File: src/rtl/pong_pkg.sv
// Shared definitions for the pong match controller.
//  - state_t      : match sequencer states
//  - SERVE_LEFT   : serve_dir value for a serve toward the left player
//  - SERVE_RIGHT  : serve_dir value for a serve toward the right player
//  - DEF_WIN_SCORE: default number of points needed to win a match
package pong_pkg;

    typedef enum logic [2:0] {
        ST_IDLE  = 3'd0,
        ST_SERVE = 3'd1,
        ST_PLAY  = 3'd2,
        ST_POINT = 3'd3,
        ST_OVER  = 3'd4
    } state_t;

    localparam logic SERVE_LEFT  = 1'b0;
    localparam logic SERVE_RIGHT = 1'b1;

    localparam int DEF_WIN_SCORE = 7;

endpackage : pong_pkg

File: src/rtl/pong_sync_edge.sv
// Optional 2-FF synchroniser followed by a single-edge detector.
//  clk    in  system clock
//  reset  in  asynchronous, active-low reset
//  din    in  raw input level
//  pulse  out 1-cycle combinational pulse on the selected edge of the
//             (synchronised or once-registered) input
// Parameters:
//  SYNC       1 = two synchroniser flops, 0 = a single register stage
//  RISE       1 = detect 0->1, 0 = detect 1->0
//  IDLE_LEVEL level all flops take in reset, so no edge is seen on release
module pong_sync_edge #(
    parameter bit   SYNC       = 1'b1,
    parameter bit   RISE       = 1'b1,
    parameter logic IDLE_LEVEL = 1'b0
) (
    input  logic clk,
    input  logic reset,
    input  logic din,
    output logic pulse
);

    logic cur;
    logic prev;

    generate
        if (SYNC) begin : g_sync
            logic meta;
            // NOTE: sequential state uses non-blocking assignments so every
            // flop samples the pre-edge value of its source.
            always_ff @(posedge clk or negedge reset) begin
                if (!reset) begin
                    meta <= IDLE_LEVEL;
                    cur  <= IDLE_LEVEL;
                end else begin
                    meta <= din;
                    cur  <= meta;
                end
            end
        end else begin : g_nosync
            always_ff @(posedge clk or negedge reset) begin
                if (!reset) cur <= IDLE_LEVEL;
                else        cur <= din;
            end
        end
    endgenerate

    always_ff @(posedge clk or negedge reset) begin
        if (!reset) prev <= IDLE_LEVEL;
        else        prev <= cur;
    end

    assign pulse = RISE ? (cur & ~prev) : (~cur & prev);

endmodule : pong_sync_edge

File: src/rtl/pong_game_ctrl.sv
// Match sequencer for the pong datapath: holds the ball at centre before a
// serve, enables play, freezes the field after a point, keeps both scores and
// declares the winner. All timing is counted in frames (vsync falling edges).
//  clk         in  system clock
//  reset       in  asynchronous, active-low reset
//  vsync       in  vga vsync (active-low); frame tick derived from its fall
//  start       in  raw start button, synchronised internally
//  miss_l      in  1-cycle pulse: ball passed the left paddle
//  miss_r      in  1-cycle pulse: ball passed the right paddle
//  ball_reset  out 1 = ball held at centre
//  play_en     out 1 = ball and paddles may move
//  serve_dir   out 0 = serve toward left, 1 = toward right
//  score_l     out left player score
//  score_r     out right player score
//  game_over   out 1 while the match is over
//  winner      out 0 = left, 1 = right; valid while game_over=1
//  frame_tick  out 1-cycle pulse per frame
module pong_game_ctrl
    import pong_pkg::*;
#(
    parameter int WIN_SCORE    = DEF_WIN_SCORE,
    parameter int SCORE_W      = 4,
    parameter int SERVE_FRAMES = 60,
    parameter int POINT_FRAMES = 90,
    parameter int FRAME_W      = 8
) (
    input  logic               clk,
    input  logic               reset,
    input  logic               vsync,
    input  logic               start,
    input  logic               miss_l,
    input  logic               miss_r,
    output logic               ball_reset,
    output logic               play_en,
    output logic               serve_dir,
    output logic [SCORE_W-1:0] score_l,
    output logic [SCORE_W-1:0] score_r,
    output logic               game_over,
    output logic               winner,
    output logic               frame_tick
);

    localparam logic [SCORE_W-1:0] WIN_CNT   = SCORE_W'(WIN_SCORE);
    localparam logic [FRAME_W-1:0] SERVE_CNT = FRAME_W'(SERVE_FRAMES);
    localparam logic [FRAME_W-1:0] POINT_CNT = FRAME_W'(POINT_FRAMES);
    localparam logic [FRAME_W-1:0] LAST_CNT  = FRAME_W'(1);

    logic vsync_fall;
    logic start_rise;

    // vsync already comes from the same clock domain, so only one register
    // stage is needed before the edge detector.
    pong_sync_edge #(.SYNC(1'b0), .RISE(1'b0), .IDLE_LEVEL(1'b1)) u_vsync_edge (
        .clk   (clk),
        .reset (reset),
        .din   (vsync),
        .pulse (vsync_fall)
    );

    pong_sync_edge #(.SYNC(1'b1), .RISE(1'b1), .IDLE_LEVEL(1'b0)) u_start_edge (
        .clk   (clk),
        .reset (reset),
        .din   (start),
        .pulse (start_rise)
    );

    always_ff @(posedge clk or negedge reset) begin
        if (!reset) frame_tick <= 1'b0;
        else        frame_tick <= vsync_fall;
    end

    state_t               state, state_nxt;
    logic [FRAME_W-1:0]   cnt, cnt_nxt;
    logic [SCORE_W-1:0]   score_l_nxt, score_r_nxt;
    logic                 serve_dir_nxt;
    logic                 ball_reset_nxt, play_en_nxt, game_over_nxt, winner_nxt;

    always_ff @(posedge clk or negedge reset) begin
        if (!reset) begin
            state      <= ST_IDLE;
            cnt        <= '0;
            score_l    <= '0;
            score_r    <= '0;
            serve_dir  <= SERVE_RIGHT;
            ball_reset <= 1'b1;
            play_en    <= 1'b0;
            game_over  <= 1'b0;
            winner     <= 1'b0;
        end else begin
            state      <= state_nxt;
            cnt        <= cnt_nxt;
            score_l    <= score_l_nxt;
            score_r    <= score_r_nxt;
            serve_dir  <= serve_dir_nxt;
            ball_reset <= ball_reset_nxt;
            play_en    <= play_en_nxt;
            game_over  <= game_over_nxt;
            winner     <= winner_nxt;
        end
    end

    always_comb begin
        // NOTE: every signal gets a default before the case so no path can
        // leave it unassigned and infer a latch.
        state_nxt     = state;
        cnt_nxt       = cnt;
        score_l_nxt   = score_l;
        score_r_nxt   = score_r;
        serve_dir_nxt = serve_dir;

        unique case (state)
            ST_IDLE: begin
                if (start_rise) begin
                    state_nxt = ST_SERVE;
                    cnt_nxt   = SERVE_CNT;
                end
            end
            ST_SERVE: begin
                if (frame_tick) begin
                    cnt_nxt = cnt - LAST_CNT;
                    if (cnt == LAST_CNT) state_nxt = ST_PLAY;
                end
            end
            ST_PLAY: begin
                // A simultaneous double miss is a replay: no score, but the
                // serve swaps so the same player doesn't always receive it.
                if (miss_l && miss_r) begin
                    serve_dir_nxt = ~serve_dir;
                end else if (miss_l) begin
                    score_r_nxt   = score_r + 1'b1;
                    serve_dir_nxt = SERVE_LEFT;
                end else if (miss_r) begin
                    score_l_nxt   = score_l + 1'b1;
                    serve_dir_nxt = SERVE_RIGHT;
                end
                if (miss_l || miss_r) begin
                    state_nxt = ST_POINT;
                    cnt_nxt   = POINT_CNT;
                end
            end
            ST_POINT: begin
                if (frame_tick) begin
                    cnt_nxt = cnt - LAST_CNT;
                    if (cnt == LAST_CNT) begin
                        if (score_l == WIN_CNT || score_r == WIN_CNT) begin
                            state_nxt = ST_OVER;
                        end else begin
                            state_nxt = ST_SERVE;
                            cnt_nxt   = SERVE_CNT;
                        end
                    end
                end
            end
            ST_OVER: begin
                if (start_rise) begin
                    score_l_nxt   = '0;
                    score_r_nxt   = '0;
                    serve_dir_nxt = SERVE_RIGHT;
                    state_nxt     = ST_SERVE;
                    cnt_nxt       = SERVE_CNT;
                end
            end
            default: state_nxt = ST_IDLE;
        endcase

        // Outputs are decoded from the next state so they register in the
        // same edge as the state change.
        ball_reset_nxt = (state_nxt == ST_IDLE) || (state_nxt == ST_SERVE) ||
                         (state_nxt == ST_OVER);
        play_en_nxt    = (state_nxt == ST_PLAY);
        game_over_nxt  = (state_nxt == ST_OVER);
        winner_nxt     = (state_nxt == ST_OVER) && (score_r_nxt == WIN_CNT);
    end

endmodule : pong_game_ctrl

File: config.mk
export PLATFORM = sky130hd
export DESIGN_NAME = pong_game_ctrl
export DESIGN_NICKNAME = d
export VERILOG_FILES = /design/src/rtl/pong_pkg.sv /design/src/rtl/pong_sync_edge.sv /design/src/rtl/pong_game_ctrl.sv
export SDC_FILE = /design/constraint.sdc
export NUM_CORES = 1
export LEC_CHECK = 0
export ABC_CLOCK_PERIOD_IN_PS = 4500
export CORE_MARGIN = 4
export CORE_UTILIZATION = 48
export DETAILED_ROUTE_END_ITERATION = 8
export GPL_TIMING_DRIVEN = 0
export HOLD_SLACK_MARGIN = 0.12
export PLACE_DENSITY = 0.81
export SETUP_SLACK_MARGIN = 0.05
export SYNTH_ARGS = -nofsm -noshare
export SYNTH_HDL_FRONTEND = slang
export SYNTH_SLANG_ARGS = --single-unit
File: constraint.sdc
create_clock -name clk -period 4.5 [get_ports clk]
set_clock_uncertainty 0.15 [all_clocks]
set_input_delay 1.125 -clock clk [delete_from_list [all_inputs] [get_ports clk]]
set_output_delay 1.125 -clock clk [all_outputs]
set_load 0.01 [all_outputs]
### Word-level counts from Yosys, hierarchy flattened

Index checks and enable logic that the tools add are counted.

* flip-flop bits (word level): 30
* input bits: 6
* word-level logic and storage cells: 86

* add/subtract/negate cells: 3
* equal/unequal tests: 20
* multiplexer cells: 29
* bitwise gates (word level): 5
* reductions and logical operators: 14

Operators by type and width (number)
* 8-bit 2-to-1 mux: 6
* 8-bit case mux with 4 select lines: 1
* 4-bit 2-to-1 mux: 7
* 3-bit 2-to-1 mux: 7
* 4-bit case mux with 2 select lines: 2
* 2-bit != test, second input constant: 7
* 4-bit by 3-bit equality test with 1-bit output, second input constant: 3
* 3-bit case mux with 4 select lines: 1
* 5-bit AND reduction: 2
* 3-bit by 2-bit equality test with 1-bit output, second input constant: 3
* 4-bit by 1-bit adder with 4-bit output, second input constant: 2
* 8-bit by 1-bit equality test with 1-bit output, second input constant: 1
* 8-bit by 1-bit subtractor with 8-bit output, second input constant: 1
* 3-bit by 1-bit equality test with 1-bit output, second input constant: 2
* 3-bit equality test, second input constant: 2
* 3-bit logical NOT: 2
* 1-bit logical OR: 4
* 1-bit 2-to-1 mux: 4
* 4-bit != test, second input constant: 1
* 4-bit nonzero test: 1
* 1-bit NOT: 3
* 3-bit AND reduction: 1
* 1-bit AND: 2
* 1-bit logical AND: 2
* other kinds (4): 4

### Longest topological paths before layout

Gate-level depths: netlist of run 1.

* depth in word-level cells: 9
* mapped depth: 7
* mapped depth without buffers: 7

### Cells and area by module

A second synthesis of run 1 with hierarchy kept.

* cells, all modules: 154
* area total of the unflattened synthesis: 1592.8 um^2

By module, submodules not included
* pong_game_ctrl: times used 1, cells an instance 147, area each 1437.6 um^2
* pong_sync_edge at u_start_edge: times used 1, cells an instance 4, area each 88.8 um^2
* pong_sync_edge at u_vsync_edge: times used 1, cells an instance 3, area each 66.3 um^2

### Least setup slack after synthesis of run 1

No wires, ideal clock.

* path kind: input -> register
* start point: input miss_r
* end point: register winner
* library setup time: 0.080 ns
* arrival: 1.886 ns
* data required time: 4.270 ns
* path slack: 2.384 ns
* stages: 5
* path buffers: 0
* cell sequence: nand2b_1 > or3_1 > nand3_2 > nand3_2 > nor3b_2

* cells in the longest elaborated chain, start to end: 5
* elaborated cells between the ends (all ways): 9
* those cells by class: eq/ne (2); mux (4); reduce/logical (3)

RTL lines
* start, declared: line pong_game_ctrl.sv:32 `input logic miss_r,`
* 1-bit logical AND: line pong_game_ctrl.sv:127 `if (miss_l && miss_r) begin`
* 4-bit 2-to-1 mux: line pong_game_ctrl.sv:127
* 4-bit case mux with 2 select lines: line pong_game_ctrl.sv:111 `unique case (state)`
* named net score_r_nxt[0]: line pong_game_ctrl.sv:74 `logic [SCORE_W-1:0] score_l_nxt, score_r_nxt;`
* 4-bit by 3-bit equality test with 1-bit output: line pong_game_ctrl.sv:172 `winner_nxt = (state_nxt == ST_OVER) && (score_r_nxt == WIN_CNT);`
* 1-bit logical AND: line pong_game_ctrl.sv:172
* named net winner_nxt: line pong_game_ctrl.sv:76 `logic ball_reset_nxt, play_en_nxt, game_over_nxt, winner_nxt;`
* end signal, assigned: line pong_game_ctrl.sv:98 `winner <= winner_nxt;`
* end, declared: line pong_game_ctrl.sv:39 `output logic winner,`

The timed path passes the listed nets, and every way through them passes these cells.
A chain may end at the register's enable or synchronous reset.

### Final worst setup path of run 1

* start point: register serve_dir
* end point: output serve_dir

RTL lines
* start, declared: line pong_game_ctrl.sv:35 `output logic serve_dir,`
* start signal, assigned: line pong_game_ctrl.sv:94 `serve_dir <= serve_dir_nxt;`

No word-level cell between the ends.

==> results.md, run 1 <==
| Quantity | Reported |
|:---|:---|
| Synth Register Bits | 30 |
| Clk Tree Root Cell | sky130_fd_sc_hd__clkbuf_4 |
| Capture point of the worst reg-to-reg path | cnt[3] |
| Number of levels the H-tree was split into | 2 |
| Post-DP HPWL | 2430 µm |
| Quantity of hold-fixing buffers added after cts | 0 |
| Worst min-delay path class | reg -> reg |
| Total power consumption of the routed design | 0.865 mW |
| Achievable frequency | 372 MHz |
| Sum of negative setup slack | 0 ns |
| Launch point of the worst path | serve_dir |
| Status | completed |
| P&R area growth vs syn | 19.2% |
| Via density per instance | 5.72 |
| Total core area | 0.00310 mm² |
| Count of yosys warnings during synthesis | 0 |
| Die W | 65.4 µm |
| Reg-to-reg startpoint | cnt[1] |
| CP max FO | 3 |
| Wirelength, routed | 3250 µm |
| Leftover overflow at the end of global routing | 0 |
| Clock tree from TritonCTS | built |
| Number of I/O port buffers | 19 |
| Data arrival time of the critical path | 1.41 ns |
| Detailed Route Iter0 Violations | 56 |
| Post-CTS resize count | 0 |
| Critical path cell sequence | clkdlybuf4s50_1 |
| Number of different library cells in the post-synthesis netlist | 47 |
| Post-CTS setup buffer count | 0 |
| Sequential-to-total area share from yosys stat | 0.477 |
| Global-route wire length before repair | 5710 µm |
| Final hold violation count | 0 |
| Netlist Area Pre-Place | 0.00158 mm² |
| Kind of critical path | reg -> out |
| Leakage power summed over all cells | 0.768 nW |
| Number of remaining DRC errors | 0 |
| Tot GR Track Use | 0.177 |
| Tmin final | 2.69 ns |
| Number of clock sinks seen by CTS | 30 |
| Number of cells produced by synthesis | 158 |
| Die Ht | 65.4 µm |
| Reg2reg setup slack | 2.36 ns |
| Most frequent cells in the layout | sky130_fd_sc_hd__dfrtp_1 (26), sky130_fd_sc_hd__clkdlybuf4s50_1 (18), sky130_fd_sc_hd__nor2_1 (13), sky130_fd_sc_hd__nand2_1 (12), sky130_fd_sc_hd__a21oi_1 (9) |
| FP Rows | 20 |
| Worst max-slew margin expressed relative to the limit | 0.579 |
| Number of antenna violations at the first check in global routing | 0 |
| Starting density of the core | 0.510 |
| Number of max-cap violations | 0 |
| Number of global-route vias before repair | 1265 |
| Post-Syn Area per Cell | 10.0 µm² |
| Number of nets at the end of the flow | 194 |
| Number of nets still failing antenna checks after routing | 0 |
| Kind of cell with the highest combined delay on the critical path | flip-flops |
| Die Footprint | 0.00428 mm² |
| Slew of the pin with the lowest slew margin | 0.632 ns |
| Clock latency of the later-clocked register in the worst-skew pair | 0.33 ns |
| Unrepaired setup endpoints after global routing | no |
| Most common cell after layout, fill and taps aside | sky130_fd_sc_hd__dfrtp_1 |
| Number of ports placed on the die boundary | 20 |
| Layout cell share with drive strength beyond 1 | 0.130 |
| Logic depth of the worst setup path including buffers | 1 |
| Routed length per instance | 14.2 µm |
| Longest Clk Path Bufs | 2 |
| Tcrit/Tclk final | 0.597 |
| Pwr Density | 458 mW/mm² |
| Number of buffers created by CTS | 5 |
| Final number of max-transition violations | 0 |
| Final estimated routing congestion in global placement | 0.940 |
| Largest net degree at the start of global routing | 31 |
| Worst Reg-to-Reg Cells | 6 |
| Maximum cell stage delay along the critical path | 0.55 ns |
| Clock edge transition at the registers on the reported setup and hold paths | 0.09 ns |
| Required time of the critical path | 3.22 ns |
| Crit-path slowest cell | sky130_fd_sc_hd__dfstp_2 |
| Last element of the critical path | serve_dir |
| Router iterations before antenna repair | 4 |
| Overall via count from detail_route | 1310 |
| Startpoint type of the worst setup path | flip-flop |
| Diodes inserted | 0 |
| Worst setup EP type | output port |
| Worst vdd ir | 0.213 mV |
| Setup Viol. Count Final | 0 |
| Sum of buffers and inverters on the critical path | 1 |
| Worst hold slack | 0.206 ns |
| Net count after synthesis | 168 |
-- flip-flops by register name, indices dropped and copies added, names as in the netlist --
register,flops
u_vsync_edge.cur,1
state,3
u_start_edge.prev,1
ball_reset,1
score_r,4
serve_dir,1
play_en,1
u_start_edge.g_sync.meta,1
winner,1
u_start_edge.cur,1
cnt,8
u_vsync_edge.prev,1
frame_tick,1
game_over,1
score_l,4
-- metal layers --
layer	track usage	routed length, µm
met1	0.218	1420
met2	0.274	1580
met3	0.0701	193
met4	0.0777	67
met5	0	0
-- kinds of logic after synthesis --
group	Yosys count	synth area share
simple gates	74	0.284
compound gates	39	0.166
flops	30	0.477
buf+inv	7	0.0190
fa+ha+maj	4	0.0316
xor+xnor	3	0.0166
mux	1	0.00632
-- Yosys cell counts, drive strengths merged --
| library cell | instances | area [µm²] |
|---|---|---|
| xor2 | 3 | 26.3 |
| a32o | 1 | 10.0 |
| a211o | 1 | 8.76 |
| dfrtp | 26 | 651 |
| or4b | 1 | 10.0 |
| a32oi | 1 | 8.76 |
| nand3b | 4 | 30.0 |
| nand3 | 10 | 60.1 |
| and2 | 2 | 12.5 |
| or3 | 2 | 12.5 |
| or2 | 1 | 6.26 |
| nor3b | 4 | 57.6 |
| nor4b | 2 | 17.5 |
| ha | 4 | 50.1 |
| o311ai | 2 | 17.5 |
| nand4b | 1 | 8.76 |
| and4b | 1 | 10.0 |
| inv | 2 | 7.51 |
| nor3 | 4 | 20.0 |
| clkbuf | 2 | 7.51 |
| or4 | 1 | 7.51 |
| nor2b | 4 | 25.0 |
| buf | 3 | 15.0 |
| nand2b | 5 | 31.3 |
| nor4 | 2 | 12.5 |
| a211oi | 1 | 7.51 |
| dfstp | 4 | 105 |
| o21ai | 11 | 55.1 |
| a22oi | 2 | 20.0 |
| nand4 | 3 | 18.8 |
| o31ai | 2 | 15.0 |
| a21o | 2 | 15.0 |
| mux2i | 1 | 10.0 |
| a31oi | 3 | 25.0 |
| a22o | 2 | 17.5 |
| nor2 | 13 | 48.8 |
| a21oi | 9 | 45.0 |
| o22a | 2 | 17.5 |
| nand2 | 13 | 51.3 |
| or3b | 1 | 8.76 |
-- how the worst min path moves through the flow --
stage	from	to	slack [ns]	cells past startpoint
after floorplan	u_start_edge.g_sync.meta	u_start_edge.cur	0.18	0
after global placement	u_start_edge.g_sync.meta	u_start_edge.cur	0.18	0
after detailed placement	u_start_edge.g_sync.meta	u_start_edge.cur	0.19	0
after CTS	u_start_edge.g_sync.meta	u_start_edge.cur	0.21	0
after global routing	u_vsync_edge.cur	u_vsync_edge.prev	0.22	0
final	u_start_edge.g_sync.meta	u_start_edge.cur	0.21	0
-- through the flow --
stage                      util  std cells  worst slack [ns]  area (µm²)
after floorplan               -        158              2.38        1580
after global placement    0.590        221              1.61        1830
after detailed placement  0.590        221              1.54        1830
after CTS                 0.610        229              1.79        1890
after global routing      0.608        229              1.74        1890
final                     0.608        229              1.81        1890
-- where the power goes --
| group | leakage (nW) | internal, mW | total [mW] | switching (mW) |
|---|---|---|---|---|
| Combinational | 0.376 | 0.140 | 0.312 | 0.172 |
| Clock | 0.0343 | 0.0749 | 0.169 | 0.0940 |
| Sequential | 0.358 | 0.324 | 0.385 | 0.0607 |
-- layout make-up --
| cell class | instances | area (µm²) |
|---|---|---|
| Buffer | 5 | 22.5 |
| Multi-Input combinational cell | 121 | 798 |
| Tap cell | 44 | 55.1 |
| Sequential cell | 30 | 756 |
| Inverter | 2 | 7.51 |
| Clock buffer | 6 | 51.3 |
| Clock inverter | 2 | 12.5 |
| Fill cell | 290 | 1210 |
| Timing Repair Buffer | 19 | 185 |
(Power assumes the default switching activity.)
==> run 2, diff against run 1 <==
--- a/config.mk
+++ b/config.mk
@@ -5,7 +5,7 @@
 export SDC_FILE = /design/constraint.sdc
 export NUM_CORES = 1
 export LEC_CHECK = 0
-export ABC_CLOCK_PERIOD_IN_PS = 4500
+export ABC_CLOCK_PERIOD_IN_PS = 2710
 export CORE_MARGIN = 4
 export CORE_UTILIZATION = 48
 export DETAILED_ROUTE_END_ITERATION = 8
==> constraint.sdc (replaced) <==
create_clock -name clk -period 2.71 [get_ports clk]
set_clock_uncertainty 0.15 [all_clocks]
set_input_delay 0.6775 -clock clk [delete_from_list [all_inputs] [get_ports clk]]
set_output_delay 0.6775 -clock clk [all_outputs]
set_load 0.01 [all_outputs]
==> results of run 2 <==
The final DEF is identical to that of run 1. Status: completed.
Among the figures that moved: setup slack after placement 1.54 ns -> 0.202 ns; setup slack after layout 1.81 ns -> 0.471 ns; hold slack 0.206 ns -> 0.199 ns; register-to-register setup slack 2.36 ns -> 0.57 ns; total power 0.865 mW -> 1.44 mW; worst IR drop on VDD 0.213 mV -> 0.353 mV
